[config.mk]
export PLATFORM = sky130hd
export DESIGN_NAME = cm0_acg_ctrl
export DESIGN_NICKNAME = d
export VERILOG_FILES = /design/src/rtl/cm0_acg_ctrl.sv
export SDC_FILE = /design/constraint.sdc
export NUM_CORES = 1
export LEC_CHECK = 0
export BUFFER_PORTS_ARGS = -buffer_cell sky130_fd_sc_hd__buf_2
export CAP_MARGIN = 25
export CORE_MARGIN = 5
export CORE_UTILIZATION = 54
export DETAILED_ROUTE_END_ITERATION = 16
export GPL_TIMING_DRIVEN = 0
export PLACE_DENSITY = 0.91
export SLEW_MARGIN = 20
export SYNTH_ARGS = -nofsm -noshare
export SYNTH_HDL_FRONTEND = slang
export SYNTH_SLANG_ARGS = --single-unit
[constraint.sdc]
create_clock -name FCLK -period 2.5 [get_ports FCLK]
set_clock_uncertainty 0.05 [all_clocks]
set_input_delay 0.125 -clock FCLK [delete_from_list [all_inputs] [get_ports FCLK]]
set_output_delay 0.125 -clock FCLK [all_outputs]
set_load 0.05 [all_outputs]
[src/rtl/cm0_acg_ctrl.sv]
// Multi-channel architectural clock-gate controller: per-channel idle hold-off FSM,
// wake handshake and latch-based gate. Optional FORCEON input via CM0_ACG_CTRL_FORCEON_EN.
module cm0_acg_ctrl #(
  parameter int NCH  = 4,
  parameter int HOLD = 3,
  parameter int ACG  = 1
) (
  input  logic           FCLK,
  input  logic           HRESETn,
  input  logic           SE,
  input  logic [NCH-1:0] BUSY,
  input  logic [NCH-1:0] WAKEREQ,
`ifdef CM0_ACG_CTRL_FORCEON_EN
  input  logic [NCH-1:0] FORCEON,
`endif
  output logic [NCH-1:0] WAKEACK,
  output logic [NCH-1:0] CLKEN,
  output logic [NCH-1:0] GCLK,
  output logic [NCH-1:0] GATED,
  output logic           ALLGATED
);

  localparam int CW = (HOLD > 0) ? $clog2(HOLD + 1) : 1;

  localparam logic [1:0] ST_RUN   = 2'd0;
  localparam logic [1:0] ST_HOLD  = 2'd1;
  localparam logic [1:0] ST_GATED = 2'd2;

  logic [NCH-1:0] force_on;
  logic [NCH-1:0] clken;
  logic [NCH-1:0] wakeack_q;
  logic [NCH-1:0] wakeack_d;

`ifdef CM0_ACG_CTRL_FORCEON_EN
  assign force_on = FORCEON;
`else
  assign force_on = '0;
`endif

  assign wakeack_d = WAKEREQ;

  always_ff @(posedge FCLK or negedge HRESETn) begin
    if (!HRESETn) begin
      wakeack_q <= '0;
    end else begin
      wakeack_q <= wakeack_d;
    end
  end

  for (genvar gi = 0; gi < NCH; gi++) begin : g_ch
    logic en_latch;

    if (ACG != 0) begin : g_fsm
      logic [1:0]    state_q;
      logic [1:0]    state_d;
      logic [CW-1:0] cnt_q;
      logic [CW-1:0] cnt_d;
      logic          active;

      assign active = BUSY[gi] | WAKEREQ[gi] | force_on[gi];

      always_comb begin
        state_d = state_q;
        cnt_d   = cnt_q;
        case (state_q)
          ST_RUN: begin
            if (!active) begin
              if (HOLD == 0) begin
                state_d = ST_GATED;
              end else begin
                state_d = ST_HOLD;
                cnt_d   = CW'(HOLD);
              end
            end
          end
          ST_HOLD: begin
            // Returning to RUN here keeps CLKEN high throughout, so no edge is lost.
            if (active) begin
              state_d = ST_RUN;
            end else if (cnt_q == CW'(1)) begin
              state_d = ST_GATED;
              cnt_d   = '0;
            end else begin
              cnt_d = cnt_q - CW'(1);
            end
          end
          ST_GATED: begin
            if (active) begin
              state_d = ST_RUN;
            end
          end
          default: begin
            state_d = ST_RUN;
            cnt_d   = '0;
          end
        endcase
      end

      always_ff @(posedge FCLK or negedge HRESETn) begin
        if (!HRESETn) begin
          state_q <= ST_RUN;
          cnt_q   <= '0;
        end else begin
          state_q <= state_d;
          cnt_q   <= cnt_d;
        end
      end

      assign clken[gi] = (state_q != ST_GATED);
    end else begin : g_nofsm
      assign clken[gi] = 1'b1;
    end

    // Transparent only while FCLK is low, so the enable is stable across the high phase.
    always_latch begin
      if (!FCLK) begin
        en_latch = clken[gi] | SE | (ACG == 0);
      end
    end

    assign GCLK[gi] = FCLK & en_latch;
  end

  assign WAKEACK  = wakeack_q;
  assign CLKEN    = clken;
  assign GATED    = ~clken;
  assign ALLGATED = &(~clken);

endmodule
; ---- Word-level counts from Yosys, hierarchy flattened
; Index checks and enable logic that the tools add are counted.
[totals]
register_bits = 20
latchBits = 4
in_bits = 11
out_inout_bits = 17
elab_cells = 119
[classes]
addsub = 4
eq_ne = 32
mux = 40
bitwise_logic = 17
reduce_logical = 13
[ops]
columns = cell, count
row1 = $mux W2, 28
row2 = $pmux W2 S3, 8
row3 = $ne A2 B2 Y1 const B, 16
row4 = $reduce_and A3 Y1, 8
row5 = $eq A2 B1 Y1 const B, 8
row6 = $ne A3 B3 Y1 const B, 4
row7 = $eq A2 B2 Y1 const B, 4
row8 = $logic_not A2 Y1, 4
row9 = $or A1 B1 Y1, 8
row10 = $sub A2 B1 Y2 const B, 4
row11 = $and A1 B1 Y1, 4
row12 = $mux W1, 4
row13 = $not A1 Y1, 4
row14 = $not A4 Y4, 1
row15 = $reduce_and A4 Y1, 1

; ---- Longest topological paths before layout
[logic_depth]
depth_word = 4
mapped_depth = 5
ltp_nobuf = 5

==> results.json <==
{
  "failed_checks": "setup timing",
  "rsz0062_at_grt": "yes",
  "start_kind": "latch",
  "required_ns": 2.33,
  "hp-class": "input pin to asynchronous set/reset pin",
  "yosys.area.top_type": "dfrtp_1",
  "ir_drop_uv": 799.9,
  "slew_violations": 0,
  "yosysUniqueCellTypes": 24,
  "area_delta_synth_final_pct": 38.90,
  "grt_pass1_wl_mm": 4.554,
  "antenna_found_initial": 0,
  "slowest_delay_ns": 0.43,
  "vias": 982,
  "antenna_left": 0,
  "crit_start": "g_ch[2].en_latch$_DLATCH_N_",
  "synth.most_common_cell": "dfrtp_1",
  "async_flop_share": 0.8333,
  "clock_latency_ns": 0.44,
  "drtPass1Iterations": 4,
  "cp-end-kind": "primary output",
  "hold_viol_final": 0,
  "cts_tree": "yes",
  "num-nets-final": 158,
  "layout-drive-gt1-share": 0.3497,
  "dp_hpwl_mm": 1.612,
  "finalSetupViolCount": 8,
  "drv_cap": 0,
  "setup_slack_ns": -0.07637,
  "numPortBuffers": 27,
  "via_per_inst": 5.845,
  "slew_headroom": 0.7009,
  "yosysWarnings": 0,
  "pwr_density_cell_mw_per_mm2": 1023,
  "drc": 0,
  "antenna_cells": 0,
  "grt_pass1_vias": 1048,
  "wl_per_cell_um": 16.86,
  "drtIter0Drc": 24,
  "wirelength_mm": 2.832,
  "arrival_ns": 2.40,
  "worst_pin_slew_ns": 0.4487,
  "synthesis.area_mm2": 0.001042,
  "boundaryPins": 28,
  "die_h_um": 53.93,
  "synth.area.top_cells": "dfrtp_1 48%, dlxtn_1 5.8%, ha_1 4.8%",
  "ys.flop_type": "dfrtp_1",
  "gp_congestion": 0.8658,
  "core_area_mm2": 0.001783,
  "synth.top_cell.area_share": 0.4802,
  "total_power_mw": 1.481,
  "syn_nets": 112,
  "synth_edf_count": 0,
  "die_area_mm2": 0.002908,
  "grt_max_degree": 21,
  "overflow": 0,
  "synth_seq_cells": 24,
  "power_leakage_nw": 0.7025,
  "crit_type": "latch to primary output",
  "grt.total_usage": 0.2326,
  "synthesis.area_per_instance_um2": 10.74,
  "slowest_stage": "dlxtn_2",
  "synth_common_cells": "20 x dfrtp_1, 9 x inv_1, 8 x a21oi_1, 6 x nand2b_1",
  "crit_chain": "and2_4 > buf_8",
  "clkTransAtPathRegs_ns": 0.14,
  "die_width_um": 53.93,
  "reg2reg_from": "g_ch[1].g_fsm.state_q[0]$_DFFE_PN0P_",
  "cts_setup_buffers": 0,
  "synth_cells": 97,
  "rows": 15,
  "start_util": 0.5846,
  "hold_slack_ns": 0.09444,
  "cp_max_fo": 1,
  "status": "complete, but fails checks"
}
## worst paths after layout
path | to | cells past startpoint | slack [ns]
setup / recovery | GCLK[2] | 2 | -0.08
setup reg to reg | g_ch[1].en_latch$_DLATCH_N_ | 2 | 0.15
hold reg to reg | g_ch[2].g_fsm.cnt_q[1]$_DFFE_PN0P_ | 1 | 0.51
max in group asynchronous | g_ch[2].g_fsm.state_q[0]$_DFFE_PN0P_ | 2 | 2.00
hold / removal | g_ch[3].g_fsm.cnt_q[0]$_DFFE_PN0P_ | 2 | 0.09
min in group FCLK | WAKEACK[1]$_DFF_PN0_ | 2 | 0.31
## what timing repair did
action,in CTS,in global routing
hold buffers,10,0
hold endpoints to repair,38,0
setup endpoints to repair,8,8
gates resized for setup,15,3
cloned,0,0
pin swaps,3,0
## per-layer routing
layer,wire (um),track usage,vias up,share of wire
met5,0,0,-,0
met1,1047,0.2416,484,0.37
met4,69,0.1787,0,0.024
li1,-,-,430,-
met2,1497,0.3831,54,0.53
met3,217,0.07756,14,0.077
## cells by family (layout without fill, tap and decap cells)
kind of cell,Yosys count,count (layout),share of synthesized area
AOI/OAI and AO/OA,22,22,0.1477
and+or+nand+nor,36,36,0.2137
muxes,1,1,0.009604
DFF,20,20,0.4802
buffers and inverters,10,56,0.04321
latches,4,4,0.05763
adders and majority gates,4,4,0.04802
## final cells by class
class	count	area, um^2
clock inverter	1	30.03
clock buffer	12	116.4
fill	104	335.3
buffer	1	11.26
inverter	9	33.78
sequential	24	563.0
tap	25	31.28
timing repair buffer	33	215.2
multi-input combinational	63	446.7
## flip-flops by register name, summed over array words and instances, names as in the netlist
signal,cells
g_ch.g_fsm.cnt_q,8
g_ch.g_fsm.state_q,8
WAKEACK,4
g_ch.en_latch,4
## through the flow
step,cell area [um^2],cells,TNS (ns),worst slack (ns),util
finish,1448,168,-0.2452,-0.07637,0.8119
detailed placement,1209,149,0,0.2513,0.6779
global placement,1209,149,0,0.2719,0.6779
global route,1448,168,-0.3412,-0.09647,0.8119
floorplan,1042,97,0,0,-
CTS,1440,168,-0.2164,-0.06889,0.8077
## power breakdown
group	internal (mW)	switching (mW)	total (mW)	leakage (nW)
clock network	0.505	0.487	0.992	0.0961
logic	0.0413	0.0535	0.0948	0.346
registers	0.381	0.0129	0.394	0.260
## cell usage in the layout, fill, tap and decap left out, types with 4 or more instances in the layout
| cell | synthesis | layout |
|---|---|---|
| buf_2 | 0 | 23 |
| dfrtp_1 | 20 | 20 |
| dlygate4sd3_1 | 0 | 10 |
| inv_1 | 9 | 9 |
| a21oi_1 | 8 | 8 |
| clkbuf_4 | 0 | 7 |
| nand2b_1 | 6 | 6 |
| or2_2 | 5 | 5 |
| nor2_1 | 5 | 5 |
| and2_4 | 0 | 4 |
| o22ai_1 | 4 | 4 |
| nand3b_1 | 4 | 4 |
| ha_1 | 4 | 4 |
| buf_8 | 0 | 4 |
## worst max-delay path, delay by kind of cell, from the launching register on
family | cells | cell delay [ns]
buffers and inverters | 1 | 0.14
and+or+nand+nor | 1 | 0.14
latches | 1 | 0.43
No activity file was read; power rests on OpenSTA's default activity.
